[src/rtl/pri_stagger_seq.sv]
// Staggered-PRI sequencer: presents one (pw, pri) table entry per pulse repetition interval.
// Optional PRI jitter (16-bit LFSR) enabled by defining PRI_JITTER_EN.
module pri_stagger_seq #(
  parameter int DEPTH = 8,
  parameter int PW_W  = 4,
  parameter int PRI_W = 8,
  parameter int CPI_W = 8,
  localparam int AW   = (DEPTH > 1) ? $clog2(DEPTH) : 1
) (
  input  logic             clk,
  input  logic             rst,
  input  logic             wr_en,
  input  logic [AW-1:0]    wr_addr,
  input  logic [PW_W-1:0]  wr_pw,
  input  logic [PRI_W-1:0] wr_pri,
  input  logic [AW:0]      seq_len,
  input  logic [CPI_W-1:0] num_cpi,
  input  logic             start,
  input  logic             abort,
  output logic [PW_W-1:0]  pw_out,
  output logic [PRI_W-1:0] pri_out,
  output logic             period_start,
  output logic [AW-1:0]    entry_idx,
  output logic             busy,
  output logic             done
);

  localparam int CW = (PW_W > PRI_W) ? PW_W : PRI_W;
  localparam logic [AW:0] DEPTH_L = (AW+1)'(DEPTH);

  typedef enum logic [1:0] {IDLE, RUN, DONE} state_t;

  typedef struct packed {
    logic [PW_W-1:0]  pw;
    logic [PRI_W-1:0] pri;
  } entry_t;

  state_t           state;
  entry_t           tbl [DEPTH];
  logic [PRI_W-1:0] cnt;
  logic [CPI_W-1:0] cpi_cnt;
  logic [CPI_W-1:0] num_cpi_r;
  logic [AW:0]      last_idx;

  logic [AW:0]      len_c;
  logic [AW:0]      last_c;
  logic             wrap;
  logic [AW-1:0]    nxt_idx;
  logic [CPI_W-1:0] cpi_nxt;
  logic             finish;
  logic [AW-1:0]    ld_idx;
  entry_t           ld_e;
  logic [PRI_W-1:0] ld_pri;
  logic [PW_W-1:0]  ld_pw;

  // Table is deliberately not reset; it only changes outside RUN.
  always_ff @(posedge clk) begin
    if (wr_en && state != RUN)
      tbl[wr_addr] <= {wr_pw, wr_pri};
  end

  always_comb begin
    len_c = seq_len;
    if (seq_len == '0)         len_c = (AW+1)'(1);
    else if (seq_len > DEPTH_L) len_c = DEPTH_L;
    last_c = len_c - (AW+1)'(1);
  end

  assign wrap    = ({1'b0, entry_idx} == last_idx);
  assign nxt_idx = wrap ? '0 : entry_idx + AW'(1);
  assign cpi_nxt = cpi_cnt + CPI_W'(1);
  assign finish  = wrap && (num_cpi_r != '0) && (cpi_nxt == num_cpi_r);
  assign ld_idx  = (state == RUN) ? nxt_idx : '0;
  assign ld_e    = tbl[ld_idx];

`ifdef PRI_JITTER_EN
  logic [15:0]    lfsr;
  logic           lfsr_fb;
  logic [PRI_W:0] jit_sum;

  assign lfsr_fb = lfsr[15] ^ lfsr[13] ^ lfsr[12] ^ lfsr[10];
  assign jit_sum = {1'b0, ld_e.pri} + (PRI_W+1)'(lfsr[1:0]);
  // Saturate instead of wrapping so a near-max PRI never collapses to a short period.
  assign ld_pri  = jit_sum[PRI_W] ? '1 : jit_sum[PRI_W-1:0];

  always_ff @(posedge clk or posedge rst) begin
    if (rst)               lfsr <= 16'hACE1;
    else if (period_start) lfsr <= {lfsr[14:0], lfsr_fb};
  end
`else
  assign ld_pri = ld_e.pri;
`endif

  // Clamp width to PRI so every period has at least one low cycle.
  always_comb begin
    ld_pw = ld_e.pw;
    if (CW'(ld_e.pw) > CW'(ld_pri))
      ld_pw = PW_W'(ld_pri);
  end

  always_ff @(posedge clk or posedge rst) begin
    if (rst) begin
      state        <= IDLE;
      pw_out       <= '0;
      pri_out      <= '0;
      period_start <= 1'b0;
      entry_idx    <= '0;
      busy         <= 1'b0;
      done         <= 1'b0;
      cnt          <= '0;
      cpi_cnt      <= '0;
      num_cpi_r    <= '0;
      last_idx     <= '0;
    end else begin
      period_start <= 1'b0;
      done         <= 1'b0;
      case (state)
        IDLE: begin
          if (start && !abort) begin
            state        <= RUN;
            busy         <= 1'b1;
            period_start <= 1'b1;
            entry_idx    <= '0;
            cnt          <= '0;
            cpi_cnt      <= '0;
            num_cpi_r    <= num_cpi;
            last_idx     <= last_c;
            pw_out       <= ld_pw;
            pri_out      <= ld_pri;
          end
        end
        RUN: begin
          if (abort || (cnt == pri_out && finish)) begin
            state     <= DONE;
            busy      <= 1'b0;
            done      <= 1'b1;
            pw_out    <= '0;
            pri_out   <= '0;
            entry_idx <= '0;
            cnt       <= '0;
          end else if (cnt == pri_out) begin
            cnt          <= '0;
            entry_idx    <= nxt_idx;
            period_start <= 1'b1;
            pw_out       <= ld_pw;
            pri_out      <= ld_pri;
            if (wrap) cpi_cnt <= cpi_nxt;
          end else begin
            cnt <= cnt + PRI_W'(1);
          end
        end
        DONE: state <= IDLE;
        default: state <= IDLE;
      endcase
    end
  end

endmodule

[config.mk]
export PLATFORM = sky130hd
export DESIGN_NAME = pri_stagger_seq
export DESIGN_NICKNAME = d
export VERILOG_FILES = /design/src/rtl/pri_stagger_seq.sv
export SDC_FILE = /design/constraint.sdc
export NUM_CORES = 1
export LEC_CHECK = 0
export CORE_UTILIZATION = 40
export CTS_CLUSTER_DIAMETER = 200
export CTS_CLUSTER_SIZE = 20
export DETAILED_ROUTE_END_ITERATION = 16
export PLACE_DENSITY = 0.62
export SYNTH_ARGS = -nofsm -noshare
export SYNTH_HDL_FRONTEND = slang
export SYNTH_SLANG_ARGS = --single-unit
[constraint.sdc]
create_clock -name clk -period 3.97 [get_ports clk]
set_clock_uncertainty 0.05 [all_clocks]
set_input_delay 0.794 -clock clk [delete_from_list [all_inputs] [get_ports clk]]
set_output_delay 0.794 -clock clk [all_outputs]
set_load 0.02 [all_outputs]
-- Yosys cells after proc, flatten, opt, wreduce, memory -nomap -nowiden
Memories as Yosys holds them, arrays and structs flattened.
Index checks and enable logic that the tools add are counted.
- output and inout bits: 18
- logic and storage cells: 85
- memories kept: 1
- register bits after elaboration: 48
- input bits: 32
- RAM bits: 96
- memory list (memory ; words ; width ; read ports ; clocked after memory_dff ; write ports ; RTL line ; source):
    tbl ; 8 ; 12 ; 1 ; 0 ; 1 ; 39 ; entry_t tbl [DEPTH];
- $lt $le $gt $ge: 2
- reductions and logical operators: 17
- equal/unequal tests: 11
- muxes and demuxes: 39
- add/sub/neg operators: 4
- operators with widths (cell ; number):
    $mux W8 ; 9
    $pmux W8 S2 ; 3
    $mux W4 ; 6
    $add A8 B1 Y8 const B ; 2
    $eq A8 B8 Y1 ; 2
    $mux W3 ; 5
    $mux W1 ; 9
    $gt A4 B8 Y1 ; 1
    $pmux W4 S2 ; 1
    $reduce_bool A8 Y1 ; 1
    $ne A2 B1 Y1 const B ; 3
    $ne A2 B2 Y1 const B ; 3
    $pmux W3 S2 ; 1
    $reduce_and A2 Y1 ; 3
    $reduce_and A3 Y1 ; 2
    $logic_and A1 B1 Y1 ; 5
    $reduce_and A5 Y1 ; 1
    $eq A3 B4 Y1 ; 1
    $gt A4 B4 Y1 const B ; 1
    $logic_not A4 Y1 ; 1
    $mux W2 ; 2
    $pmux W1 S2 ; 2
    $pmux W2 S2 ; 1
    $sub A4 B1 Y4 const B ; 1
    other kinds (7) ; 7

-- Longest topological paths before layout
An unclocked memory read counts as a cell.
- depth after elaboration: 9
- depth in mapped cells: 16
- depth with buffers taken out: 14

-- Worst setup path before layout
OpenSTA, ideal clock, no wires.
- kind: register to register
- start point: register entry_idx[0]
- end point: register pw_out[1]
- setup slack: 0.375 ns
- cell stages (with the launch flop): 16
- clock period less this slack: 3.595 ns
- arrival: 3.450 ns
- required time: 3.825 ns
- library setup time: 0.095 ns
- buffers on the path: 1
- cells stage by stage: dfrtp_1 > ha_1 > and3b_1 > o41a_1 > clkbuf_1 > nor3_1 > or4_1 > o21ai_0 > ha_1 > nor2b_1 > o21a_1 > o21a_1 > o21ai_0 > a211oi_2 > and3_1 > o31ai_1
- cells in the longest elaborated chain, start to end: 9
- elaborated cells on any way between the ends: 17
- classes of those cells: add/sub (1); order compare (1); eq/ne (2); mux (7); reduce/logical (5); memory (1)
- ends and longest elaborated chain (item ; RTL line ; source):
    start, declared ; 23 ; output logic [AW-1:0] entry_idx,
    start signal, assigned ; 143 ; entry_idx <= nxt_idx;
    $add A3 B1 Y3 or $eq A3 B4 Y1 (tied branches) ; 70, 69 ;
    $mux W3 ; 70 ; assign nxt_idx = wrap ? '0 : entry_idx + AW'(1);
    $mux W3 ; 73 ; assign ld_idx = (state == RUN) ? nxt_idx : '0;
    $mem_v2 Z8 W12 ; - ;
    $gt A4 B8 Y1 ; 97 ; if (CW'(ld_e.pw) > CW'(ld_pri))
    $mux W4 ; 97 ;
    $mux W4 ; 141 ; end else if (cnt == pri_out) begin
    $mux W4 ; 133 ; if (abort || (cnt == pri_out && finish)) begin
    $pmux W4 S2 ; 117 ; case (state)
    end signal, assigned ; 128 ; pw_out <= ld_pw;
    end signal, assigned ; 145 ; pw_out <= ld_pw;
    end, declared ; 20 ; output logic [PW_W-1:0] pw_out,
Parallel ways exist; a longest one is shown, timed or not. The select of a mux whose other input is x is not followed.
A chain may end at the register's enable or synchronous reset.

-- Worst setup path after layout
Same ends and word-level chain as after synthesis.

==> run summary <==
Critical path
• pw_out[1] — Reg2Reg Capture Point
• flop — crit path capture type
• 4.00 ns — data arrival time of the worst path
• xor2_4, o41a_1, buf_4, a211oi_1, o221ai_2, and2_1, ha_1, nor2b_1, o21a_1, o21a_1, o21ai_0, a211oi_2, and3_1, o31ai_1 — worst path cell trace
• 14 — logic depth of the worst register-to-register path
• flop to flop — kind of critical path
• 0.52 ns — CP max stage delay
• sky130_fd_sc_hd__o41a_1 — worst-path cell with the longest stage delay
• entry_idx[0] — start point of the critical path
• 1 — Buffers & Inverters on Critical Path
• sky130_fd_sc_hd__o21a_1 — most prevalent standard cell on the critical path
• 8 — maximum net fanout on the critical path
• 0.25 ns — FF-to-FF setup slack
• flop — Setup crit start kind
• pw_out[1] — capture point of the worst path
• entry_idx[0] — Critical R2R Launch
• 4.25 ns — data required time of the critical path
• 14 — count of cell instances traversed by the critical path
• compound AO/OA/AOI/OAI gates — largest delay contributor family on the critical path

Floorplanning
• 131 um — Die W
• 16,100 um^2 — Core Footprint
• 17,100 um^2 — DIE AREA
• 0.413 — starting utilization of the core area
• 50 — IO Count
• 46 — number of standard-cell rows in the floorplan
• 131 um — y dimension of the die

Finish
• 0 — antenna fix cells
• 23.1% — Synth-to-Final Area Change
• 0.508 — Finished Core Util
• 639 — number of nets in the layout
• 0.144 — fraction of final layout cells sized beyond drive strength 1
• sky130_fd_sc_hd__edfxtp_1, sky130_fd_sc_hd__nand2_1, sky130_fd_sc_hd__clkdlybuf4s50_1 — top library cells by usage in the layout, fill and taps aside
• 1,370 — fill cell total of the finished layout
• sky130_fd_sc_hd__edfxtp_1 — most common cell after layout, fill and taps aside

Synthesis
• 67 — synth unique cells
• 12.5 um^2 — post-synthesis average cell area
• 0.333 — post-synthesis async set-or-reset flop share
• 530 — number of standard cells after synthesis
• 96 — EDFF count, synth
• 144 — post-synthesis sequential element count
• 0 — Yosys warnings
• 6640 um^2 — post-synthesis cell area
• sky130_fd_sc_hd__edfxtp_1 — dominant synthesized flop cell
• 0.616 — proportion of synthesized chip area in sequential cells
• 570 — number of nets produced by synthesis

STA
• 269 MHz — achievable frequency
• 0.317 — worst slew margin relative to its limit
• 0 — Hold Vio Cnt, Final
• 0.937 — final critical-path share of the clock period
• 1.01 ns — transition at the pin with the smallest max-transition slack
• 0.453 ns — Fin Hold WS
• 0 ns — setup TNS after final layout
• 0 — max-slew violation count
• 3.72 ns — min cycle time layout
• 0 — Final setup violation count
• no — unrepaired setup endpoints after global routing

Flow run
• 0 — maximum capacitance violations

Clocking
• built — clock tree from TritonCTS
• 17 — CTS buffer count
• sky130_fd_sc_hd__clkbuf_16 — cell chosen for the clock root
• 0.43 ns — clock latency reported for the late side of the worst-skew pair
• 2 — maximum buffer depth of the clock tree
• 4 — number of levels in the clock H-tree
• 0.07 ns — Worst-path clk slew
• 144 — count of clock tree sinks
• 0 — CTS hold repair buffers

Detailed routing
• 0 — count of antenna-violating nets left after detailed routing
• 0 — DR DRC count
• met4 — Top Metal Used
• 18.5 um — average wire per cell in the routed design
• 5.51 — via/cell ratio
• 412 — initial DRC count
• 5 — drt first pass iters
• 7340 um — met2 wire length
• 15,300 um — wirelength, routed
• 745 um — met3 wirelength from detailed routing
• 4,564 — vias after detailed routing
• 6970 um — length of routed wiring on met1

Global routing
• 0.194 — global routing usage summed across all routing layers
• 0 — leftover overflow at the end of global routing
• 24,500 um — wire length of the first global-routing pass
• 49 — maximum number of pins on one net before global-route repair
• 0 — initial antenna violation count
• 4,449 — number of global-route vias before repair

Placed design
• 49 — count of port buffers added during placement
• 0.914 — last weighted congestion value of the routability-driven placer
• 10,900 um — detailed placement HPWL

Min path
• busy — Worst Min Path Start
• flop to flop — classification of the worst-slack hold path

Pwr
• 0.00301 uW — static leakage
• 546 nW/um^2 — power density relative to cell area
• 0.000350 V — Worst VDD drop

Status
• complete, no violations — outcome

==> tightest hold or removal path, stage by stage (launching register included) <==
cell and delay [ns]:
sky130_fd_sc_hd__dfrtp_1 0.36, sky130_fd_sc_hd__nand2_1 0.05, sky130_fd_sc_hd__nand2_1 0.06
==> worst min path at each step <==
| stage | endpoint | slack, ns | cells past startpoint |
|---|---|---|---|
| after global routing | busy | 0.47 | 2 |
| after CTS | busy | 0.45 | 2 |
| after global placement | busy | 0.43 | 2 |
| after detailed placement | busy | 0.44 | 2 |
| final | busy | 0.45 | 2 |
| after floorplan | num_cpi_r[0] | 0.42 | 2 |
==> final cells by class <==
type                    count  area, um^2  area share
well taps                 216         270      0.0331
clock inverters            15         198      0.0242
inverters                  12        45.0     0.00552
multi-input cells         352        2480       0.304
clock buffers              17         425      0.0521
repair buffers             72         663      0.0812
flip-flops and latches    144        4090       0.500
==> timing repair <==
action / in CTS / in global routing
setup endpoints to repair: 0 / 3
gates resized for setup: 0 / 8
buffers inserted: 0 / 1
==> sequential cells by signal (all words and copies together), names as in the netlist <==
register / count
busy: 1
cnt: 8
cpi_cnt: 8
done: 1
entry_idx: 3
last_idx: 4
num_cpi_r: 8
period_start: 1
pri_out: 8
pw_out: 4
state: 2
tbl: 96
==> synth_stat cells, types with 4 or more instances <==
library cell | count | area, um^2
sky130_fd_sc_hd__nand2_1 | 59 | 221
sky130_fd_sc_hd__and3_1 | 9 | 56.3
sky130_fd_sc_hd__nand3_1 | 17 | 85.1
sky130_fd_sc_hd__mux2_2 | 10 | 113
sky130_fd_sc_hd__ha_1 | 8 | 100
sky130_fd_sc_hd__o221ai_1 | 4 | 35.0
sky130_fd_sc_hd__o211ai_1 | 6 | 45.0
sky130_fd_sc_hd__buf_2 | 7 | 35.0
sky130_fd_sc_hd__o21ai_0 | 18 | 90.1
sky130_fd_sc_hd__edfxtp_1 | 96 | 2880
sky130_fd_sc_hd__a21oi_1 | 16 | 80.1
sky130_fd_sc_hd__mux2i_1 | 12 | 120
sky130_fd_sc_hd__or4_1 | 6 | 45.0
sky130_fd_sc_hd__inv_1 | 11 | 41.3
sky130_fd_sc_hd__a31oi_1 | 4 | 25.0
sky130_fd_sc_hd__o31ai_1 | 4 | 30.0
sky130_fd_sc_hd__mux4_2 | 4 | 90.1
sky130_fd_sc_hd__dfrtp_1 | 48 | 1200
sky130_fd_sc_hd__nor3_1 | 15 | 75.1
sky130_fd_sc_hd__nor2b_1 | 10 | 62.6
sky130_fd_sc_hd__clkbuf_1 | 15 | 56.3
sky130_fd_sc_hd__nand4_1 | 8 | 50.1
sky130_fd_sc_hd__a211oi_1 | 6 | 45.0
sky130_fd_sc_hd__xnor2_1 | 16 | 140
sky130_fd_sc_hd__nand2b_1 | 6 | 37.5
sky130_fd_sc_hd__or3_1 | 5 | 31.3
sky130_fd_sc_hd__and2_1 | 7 | 43.8
sky130_fd_sc_hd__nor2_1 | 31 | 116
sky130_fd_sc_hd__xor2_1 | 8 | 70.1
sky130_fd_sc_hd__a221o_1 | 4 | 40.0
==> cells by family after synthesis <==
group | after synthesis | synth area share
adder cells (fa/ha/maj) | 8 | 0.0151
AO/OA/AOI/OAI | 103 | 0.119
AND/OR/NAND/NOR | 188 | 0.142
buffers and inverters | 34 | 0.0206
multiplexers | 26 | 0.0487
flip-flops | 144 | 0.615
XOR/XNOR | 27 | 0.0390
==> report_power, final <==
part | internal, uW | switching, uW
registers | 1720 | 126
clock network | 1010 | 675
logic | 402 | 522
==> metrics by stage <==
| step | setup slack (ns) | instance area [um^2] | total power (uW) | instances |
|---|---|---|---|---|
| detailed placement | 0.242 | 7470 | 2780 | 795 |
| CTS | 0.174 | 8090 | 4460 | 827 |
| finish | 0.250 | 8170 | 4460 | 828 |
| global route | 0.0322 | 8170 | 4650 | 828 |
| floorplan | 0.375 | 6640 | 2410 | 530 |
| global placement | 0.377 | 7470 | 2760 | 795 |
==> metal layers <==
metal  up-vias  track usage
met3        21       0.0464
li1       2148            -
met1      2259        0.263
met2       136        0.309
met5         -            0
met4         0       0.0622
No activity file was read; power rests on OpenSTA's default activity.
